[src/rtl/sha256_round_ctrl.sv]
// SHA-256 round sequencer: buffers one 16-word block, steps the external compressor
// through a load cycle and 64 rounds, then folds a..h into the chaining state H0..H7.
module sha256_round_ctrl (
  input  logic         CLK,
  input  logic         RESET,
  input  logic         MSG_VALID,
  output logic         MSG_READY,
  input  logic [31:0]  MSG_WORD,
  input  logic         MSG_FIRST,
  input  logic         MSG_LAST,
  output logic         CMP_LOAD,
  output logic         CMP_EN,
  output logic [5:0]   CMP_I,
  output logic [31:0]  CMP_K,
  output logic [31:0]  CMP_W,
  input  logic [31:0]  CMP_A,
  input  logic [31:0]  CMP_B,
  input  logic [31:0]  CMP_C,
  input  logic [31:0]  CMP_D,
  input  logic [31:0]  CMP_E,
  input  logic [31:0]  CMP_F,
  input  logic [31:0]  CMP_G,
  input  logic [31:0]  CMP_H,
  output logic [31:0]  H0_OUT,
  output logic [31:0]  H1_OUT,
  output logic [31:0]  H2_OUT,
  output logic [31:0]  H3_OUT,
  output logic [31:0]  H4_OUT,
  output logic [31:0]  H5_OUT,
  output logic [31:0]  H6_OUT,
  output logic [31:0]  H7_OUT,
  output logic [255:0] DIGEST,
  output logic         DIGEST_VALID,
  input  logic         DIGEST_ACK,
  output logic         BUSY
);

  localparam int ROUNDS = 64;
  localparam int WORDS  = 16;

  localparam logic [5:0] LAST_RND  = 6'(ROUNDS - 1);
  localparam logic [3:0] LAST_WORD = 4'(WORDS - 1);
  localparam logic [5:0] MSG_RNDS  = 6'(WORDS);

  localparam logic [0:7][31:0] IV = {
    32'h6a09e667, 32'hbb67ae85, 32'h3c6ef372, 32'ha54ff53a,
    32'h510e527f, 32'h9b05688c, 32'h1f83d9ab, 32'h5be0cd19
  };

  localparam logic [31:0] K_ROM [ROUNDS] = '{
    32'h428a2f98, 32'h71374491, 32'hb5c0fbcf, 32'he9b5dba5, 32'h3956c25b, 32'h59f111f1, 32'h923f82a4, 32'hab1c5ed5,
    32'hd807aa98, 32'h12835b01, 32'h243185be, 32'h550c7dc3, 32'h72be5d74, 32'h80deb1fe, 32'h9bdc06a7, 32'hc19bf174,
    32'he49b69c1, 32'hefbe4786, 32'h0fc19dc6, 32'h240ca1cc, 32'h2de92c6f, 32'h4a7484aa, 32'h5cb0a9dc, 32'h76f988da,
    32'h983e5152, 32'ha831c66d, 32'hb00327c8, 32'hbf597fc7, 32'hc6e00bf3, 32'hd5a79147, 32'h06ca6351, 32'h14292967,
    32'h27b70a85, 32'h2e1b2138, 32'h4d2c6dfc, 32'h53380d13, 32'h650a7354, 32'h766a0abb, 32'h81c2c92e, 32'h92722c85,
    32'ha2bfe8a1, 32'ha81a664b, 32'hc24b8b70, 32'hc76c51a3, 32'hd192e819, 32'hd6990624, 32'hf40e3585, 32'h106aa070,
    32'h19a4c116, 32'h1e376c08, 32'h2748774c, 32'h34b0bcb5, 32'h391c0cb3, 32'h4ed8aa4a, 32'h5b9cca4f, 32'h682e6ff3,
    32'h748f82ee, 32'h78a5636f, 32'h84c87814, 32'h8cc70208, 32'h90befffa, 32'ha4506ceb, 32'hbef9a3f7, 32'hc67178f2
  };

  typedef enum logic [2:0] {
    S_FILL,
    S_INIT,
    S_ROUND,
    S_UPDATE,
    S_DONE
  } state_t;

  state_t           state_q, state_d;
  logic [3:0]       wcnt_q, wcnt_d;
  logic [5:0]       rcnt_q, rcnt_d;
  logic             last_q, last_d;
  logic             accept, h_init, h_fold;
  logic             msg_ready_q, cmp_load_q, cmp_en_q, dvalid_q, busy_q;
  logic [31:0]      wbuf [WORDS];
  logic [0:7][31:0] h_q;
  logic [0:7][31:0] cmp_v;

  // Chaining-state fold wraps modulo 2^32; the carry out is dropped.
  function automatic logic [31:0] add_mod32(input logic [31:0] a, input logic [31:0] b);
    return a + b;
  endfunction

  assign cmp_v = {CMP_A, CMP_B, CMP_C, CMP_D, CMP_E, CMP_F, CMP_G, CMP_H};

  always_comb begin
    state_d = state_q;
    wcnt_d  = wcnt_q;
    rcnt_d  = rcnt_q;
    last_d  = last_q;
    accept  = 1'b0;
    h_init  = 1'b0;
    h_fold  = 1'b0;
    case (state_q)
      S_FILL: begin
        if (MSG_VALID) begin
          accept = 1'b1;
          wcnt_d = wcnt_q + 4'd1;
          if ((wcnt_q == 4'd0) && MSG_FIRST) h_init = 1'b1;
          if (wcnt_q == LAST_WORD) begin
            last_d  = MSG_LAST;
            state_d = S_INIT;
          end
        end
      end
      S_INIT: begin
        rcnt_d  = 6'd0;
        state_d = S_ROUND;
      end
      S_ROUND: begin
        if (rcnt_q == LAST_RND) begin
          rcnt_d  = 6'd0;
          state_d = S_UPDATE;
        end else begin
          rcnt_d = rcnt_q + 6'd1;
        end
      end
      S_UPDATE: begin
        h_fold  = 1'b1;
        state_d = last_q ? S_DONE : S_FILL;
      end
      S_DONE: begin
        if (DIGEST_ACK) state_d = S_FILL;
      end
      default: state_d = S_FILL;
    endcase
  end

  // Control registers; strobes are decoded from the next state so every port is a flop.
  always_ff @(posedge CLK) begin
    if (RESET) begin
      state_q     <= S_FILL;
      wcnt_q      <= 4'd0;
      rcnt_q      <= 6'd0;
      last_q      <= 1'b0;
      msg_ready_q <= 1'b1;
      cmp_load_q  <= 1'b0;
      cmp_en_q    <= 1'b0;
      dvalid_q    <= 1'b0;
      busy_q      <= 1'b0;
    end else begin
      state_q     <= state_d;
      wcnt_q      <= wcnt_d;
      rcnt_q      <= rcnt_d;
      last_q      <= last_d;
      msg_ready_q <= (state_d == S_FILL);
      cmp_load_q  <= (state_d == S_INIT);
      cmp_en_q    <= (state_d == S_ROUND);
      dvalid_q    <= (state_d == S_DONE);
      busy_q      <= !((state_d == S_FILL) && (wcnt_d == 4'd0));
    end
  end

  always_ff @(posedge CLK) begin
    if (accept) wbuf[wcnt_q] <= MSG_WORD;
  end

  always_ff @(posedge CLK) begin
    if (RESET || h_init) begin
      h_q <= IV;
    end else if (h_fold) begin
      for (int n = 0; n < 8; n++) h_q[n] <= add_mod32(h_q[n], cmp_v[n]);
    end
  end

  assign MSG_READY    = msg_ready_q;
  assign CMP_LOAD     = cmp_load_q;
  assign CMP_EN       = cmp_en_q;
  assign CMP_I        = rcnt_q;
  assign CMP_K        = K_ROM[rcnt_q];
  // Rounds 16..63 take their word from the compressor's own schedule expansion.
  assign CMP_W        = (cmp_en_q && (rcnt_q < MSG_RNDS)) ? wbuf[rcnt_q[3:0]] : 32'd0;
  assign DIGEST_VALID = dvalid_q;
  assign BUSY         = busy_q;
  assign DIGEST       = h_q;
  assign H0_OUT       = h_q[0];
  assign H1_OUT       = h_q[1];
  assign H2_OUT       = h_q[2];
  assign H3_OUT       = h_q[3];
  assign H4_OUT       = h_q[4];
  assign H5_OUT       = h_q[5];
  assign H6_OUT       = h_q[6];
  assign H7_OUT       = h_q[7];

endmodule
[config.mk]
export PLATFORM = sky130hd
export DESIGN_NAME = sha256_round_ctrl
export DESIGN_NICKNAME = d
export VERILOG_FILES = /design/src/rtl/sha256_round_ctrl.sv
export SDC_FILE = /design/constraint.sdc
export NUM_CORES = 2
export LEC_CHECK = 0
export ABC_AREA = 1
export CORE_AREA = 3 3 345 347
export DETAILED_ROUTE_END_ITERATION = 10
export DIE_AREA = 0 0 348 350
export PLACE_DENSITY = 0.67
export RECOVER_POWER = 50
export SETUP_SLACK_MARGIN = 0.1
export SYNTH_ARGS = -nofsm -noshare
export SYNTH_HDL_FRONTEND = slang
export SYNTH_SLANG_ARGS = --single-unit
[constraint.sdc]
create_clock -name CLK -period 3.7 [get_ports CLK]
set_input_delay 0.555 -clock CLK [delete_from_list [all_inputs] [get_ports CLK]]
set_output_delay 0.555 -clock CLK [all_outputs]
set_load 0.01 [all_outputs]
# Word-level counts from Yosys, hierarchy flattened
# Memories as Yosys holds them, arrays and structs flattened. A register that Yosys moved wholly into a read port is not among the register bits.
# Index checks and enable logic that the tools add are counted.
# op_classes
add_sub_neg	10
magnitude_cmp	2
eq_ne	9
muxes	23
n_bitwise	1
n_reduce_logical	11
# op_table
cell	count
$add 32x32->32	8
$mux 32	3
$mux 4	4
$mux 3	5
$pmux 3 s5	1
$pmux 6 s2	1
$eq 3x2->1 const B	3
$logic_not 4->1	2
$mux 1	8
$ge 7x7->1 const B	1
$not 6->7	1
$add 6x1->6 const B	1
$eq 3x1->1 const B	2
$eq 3x3->1 const B	2
$eq 6x6->1 const B	1
$logic_not 3->1	2
$lt 6x5->1 const B	1
$mux 6	1
$add 4x1->4 const B	1
$eq 4x4->1 const B	1
$logic_and 1x1->1	3
$reduce_and 3->1	1
$reduce_bool 2->1	1
$logic_not 1->1	1
$logic_or 1x1->1	1
# word_totals
ff_bits	275
ramBits	512
romBits	2048
input_bits	294
output_inout_bits	587
elab_cells	75
memories	2
# mem_list
name	words	width	rd	rd_clocked_by_memory_dff	wr	line_no	rtl
(no name shown)	64	32	1	0	0	170	assign CMP_K = K_ROM[rcnt_q];
wbuf	16	32	1	1	1	75	logic [31:0] wbuf [WORDS];

# Logic depth before layout (Yosys ltp)
# logic_depth
depth_word	7
ltp_mapped	15
mapped_depth_nobuf	15

# Least setup slack after synthesis
# Ideal clock, no wire load.
# synth_timing
path_type	input -> register
startpoint	input port MSG_VALID
endpoint	memory wbuf[15][0] (enable)
setup_time_ns	0.421
arrival_time_ns	2.224
required_ns	3.279
slack_ns	1.055
cell_stages	4
n_path_buf	0
path_cell_list	nand3_4 -> inv_4 -> nand3_1 -> nor2_1
# synth_between
elab_chain_cells	4
# synth_rtl
item	line_no	rtl
from (decl)	6	input logic MSG_VALID,
$mux 1	96	if (MSG_VALID) begin
$mux 1	94	case (state_q)
$mux 1	155	if (accept) wbuf[wcnt_q] <= MSG_WORD;
$mux 1 (not written as such)	155	
to (decl)	75	
# Every way passes these cells.

# Final worst setup path
# layout_timing
startpoint	register rcnt_q[3], in the netlist CMP_I[3]
endpoint	output port CMP_K[7]
# layout_between
elab_chain_cells	4
# layout_rtl
item	line_no	rtl
from (decl)	71	logic [5:0] rcnt_q, rcnt_d;
from (signal assigned)	144	rcnt_q <= rcnt_d;
$not 6->7 (not written as such)	170	
$mem_v2 64x32	-	
$mux 32 (not written as such) (2 in series)	170	
to (decl)	14	output logic [31:0] CMP_K,
# Every way passes these cells. The select of a mux whose other input is x is not followed.

==> results.yml <==
status:
  status: "finished with violations"
  violations: "capacitance limit, slew limit"
floorplanning:
  die_height_um: 350
  die_w_um: 348
  die_area_um2: 122000
  coreArea_um2: 116000
  ios: 881
  floorplan.rows: 125
  initial_core_util_pct: 42.6
power:
  power.share.sequential_pct: 45.8
  sw_frac_of_total_pct: 25.1
  vdd_drop_max_uv: 440
  p_sw_w: 0.00521
  pwr-share-clk_pct: 44.4
  combPwrFrac_pct: 9.8
  internal_power_w: 0.0155
  power_density_nw_per_um2: 334
  p_leak_nw: 25.2
setup_path:
  ff2ff_path_depth: 11
  required_ns: 3.14
  rr_startpoint: "state_q[1]"
  start_kind: "flop"
  r2r_slack_ns: 0.35
  criticalPathCategory: "reg2out"
  crit_path_end_kind: "output port"
  crit_fanout: 25
  arrival_ns: 3.06
  rr_endpoint: "H3_OUT[25]"
clocking:
  holdBufCountCts: 0
  h-tree-depth: 3
  insertion_delay_ns: 0.72
  clock_path_buffers: 3
  cts_buffers: 90
  cts_root_buf: "clkbuf_16"
  path_clk_slew_ns: 0.06
  cts_tree: "done"
  cts_sinks: 791
placed_design:
  io_buffers: 880
  dp_hpwl_mm: 162
  routabilityCongestion: 1.08
  placed_area_um2: 58500
finish:
  final_util_pct: 53.4
  stdcell_area_um2: 62100
  syn2layout_area_growth_pct: 25.5
  nets: 7599
  drive_gt1_share_pct: 5.45
global_routing:
  grt_overflow_total: 0
  grt_usage_pct: 34.4
  grt_pass1_vias: 45100
  antenna_found_initial: 51
  grt_max_degree: 146
  grt_pass1_wl_mm: 310
sta:
  tightest_slew_ns: 1.50
  fin_crit_sh_pct: 97.8
  rsz0062_at_grt: "true"
  relSlewSlack_pct: -0.0766
  hold_viol_final: 0
  skew_ns: 0.0526
  finalSetupViolations: 0
  period_minus_slack_ns: 3.62
  maxSlewViolCount: 32
  fin_hold_ws_ns: 0.499
  fmax_mhz: 276
hold_path:
  holdCritStartpoint: "MSG_LAST"
  min_to: "last_q"
  holdCritPathClass: "in2reg"
  hold_depth: 3
logic_synthesis:
  ys.flop_type: "edfxtp_1"
  synth_cell_types: 54
  synth_edf_count: 512
  synth_area_leaders: "edfxtp_1 31%, dfxtp_1 11%, nand2_1 10%"
  synthTopCellsByCount: "1372 x nand2_1, 915 x nor2_1, 552 x o21ai_0"
  synth-seq-cells: 791
  yosysTopAreaCell: "edfxtp_1"
  synth_most_common_cell: "nand2_1"
  ys_warn_count: 0
  synth_cells: 6396
  syn-num-nets: 6967
  synth_top_cell_area_share_pct: 31.1
  seq_area_frac_synth_pct: 42.4
  postSynthAreaPerCell_um2: 7.73
  async_flop_share_pct: 0
  synth_area_um2: 49500
drt:
  drtIter0Drc: 4678
  first_pass_iters: 7
  wl_mm: 220
  wl_per_cell_um: 25.5
  vias_per_cell: 5.63
  drc: 0
  vias: 48700
  postRouteAntennaNets: 0
run:
  cap_viol_max_count: 2
## repair_timing
action	CTS	global route
buffers inserted	8	5
pin swaps	1	1
resized for setup	63	63
gates cloned	3	3
setup endpoints to repair	64	51
## logic make-up (layout without fill, tap and decap cells)
logic type / after synthesis / in the layout / synth area share, %
buffers and inverters: 1024 / 1726 / 10.0
AND/OR/NAND/NOR: 2819 / 2819 / 23.2
adder cells (fa/ha/maj): 277 / 277 / 7.13
AO/OA/AOI/OAI: 1422 / 1422 / 16.2
flip-flops: 791 / 791 / 42.4
other: 0 / 25 / 0
XOR/XNOR: 63 / 63 / 1.12
## critical path, stage by stage (launching register included)
cell and delay, ns:
dfxtp_1 0.41, buf_8 0.27, nand2_2 0.15, clkinvlp_2 0.31, o21ai_0 0.19, nand3_1 0.15, nand2_1 0.12, o2111ai_1 0.14
clkdlybuf4s50_1 0.62
## how the worst max path moves through the flow
stage	start	end	slack, ns	depth (start not counted)
after floorplan	MSG_VALID	wbuf[15][0]	1.05	4
after global placement	CMP_I[1]	CMP_K[25]	0.43	13
after detailed placement	CMP_I[1]	CMP_K[6]	0.44	10
after CTS	CMP_I[1]	CMP_K[6]	-0.001	10
after global routing	CMP_I[0]	CMP_K[21]	0.02	11
final	CMP_I[3]	CMP_K[7]	0.08	8
## placed cells by master (no fill, tap or decap), drive strengths merged, types with 7 or more instances in the layout
cell,count
a31oi,12
nor3,46
o21bai,23
dfxtp,279
or2,27
o221ai,96
ha,269
nand3b,30
a21oi,527
o2111ai,7
o21ai,577
dlygate4sd2,9
clkbuf,135
bufinv,9
fa,8
xor2,41
diode,25
nand3,379
nand2,1373
dlymetal6s2s,7
edfxtp,512
dlygate4sd3,33
clkinv,39
o21a,11
buf,117
inv,540
o211ai,58
clkdlybuf4s50,831
xnor2,22
nand4,28
nor2,919
a21o,33
o22ai,45
## power by group through the flow
stage | registers (W) | clock network, W | logic, W
floorplan | 0.00968 | 0 | 0.00115
global placement | 0.00968 | 0 | 0.00202
detailed placement | 0.00968 | 0 | 0.00203
CTS | 0.00949 | 0.00935 | 0.00204
global route | 0.00949 | 0.00971 | 0.00223
finish | 0.00949 | 0.00921 | 0.00203
## per-stage QoR
stage               total power [W]  instances  setup WS, ns   TNS (ns)
CTS                          0.0209       8614     -0.000960  -0.000960
detailed placement           0.0117       8441         0.441          0
finish                       0.0207       8647        0.0823          0
global route                 0.0214       8630        0.0164          0
global placement             0.0117       8441         0.428          0
floorplan                    0.0108       6396          1.05          0
## sequential cells by signal (all words and copies together), names as in the netlist, 3 cells and up, named ones only
register	flops
H0_OUT	32
H5_OUT	32
wcnt_q	4
H7_OUT	32
CMP_I	6
wbuf	512
H3_OUT	32
H1_OUT	32
H4_OUT	32
state_q	3
H6_OUT	32
H2_OUT	32
## final cells by class
type	count	area [um^2]
timing repair inverter	1	8.76
clock inverter	49	663
fill	11000	54100
tap	1524	1910
clock buffer	113	2400
antenna	25	62.6
inverter	544	2080
multi-input combinational	4581	23800
timing repair buffer	1019	10100
sequential	791	21000
## routing by layer
metal	up-vias	GRT usage, %	share of wire [%]
met1	23100	41.4	38
met2	2246	54.8	45
li1	22800	-	-
met3	518	10.7	10
met4	48	19.3	6.3
met5	-	0	0.17
Power figures use the tool's default switching activity.
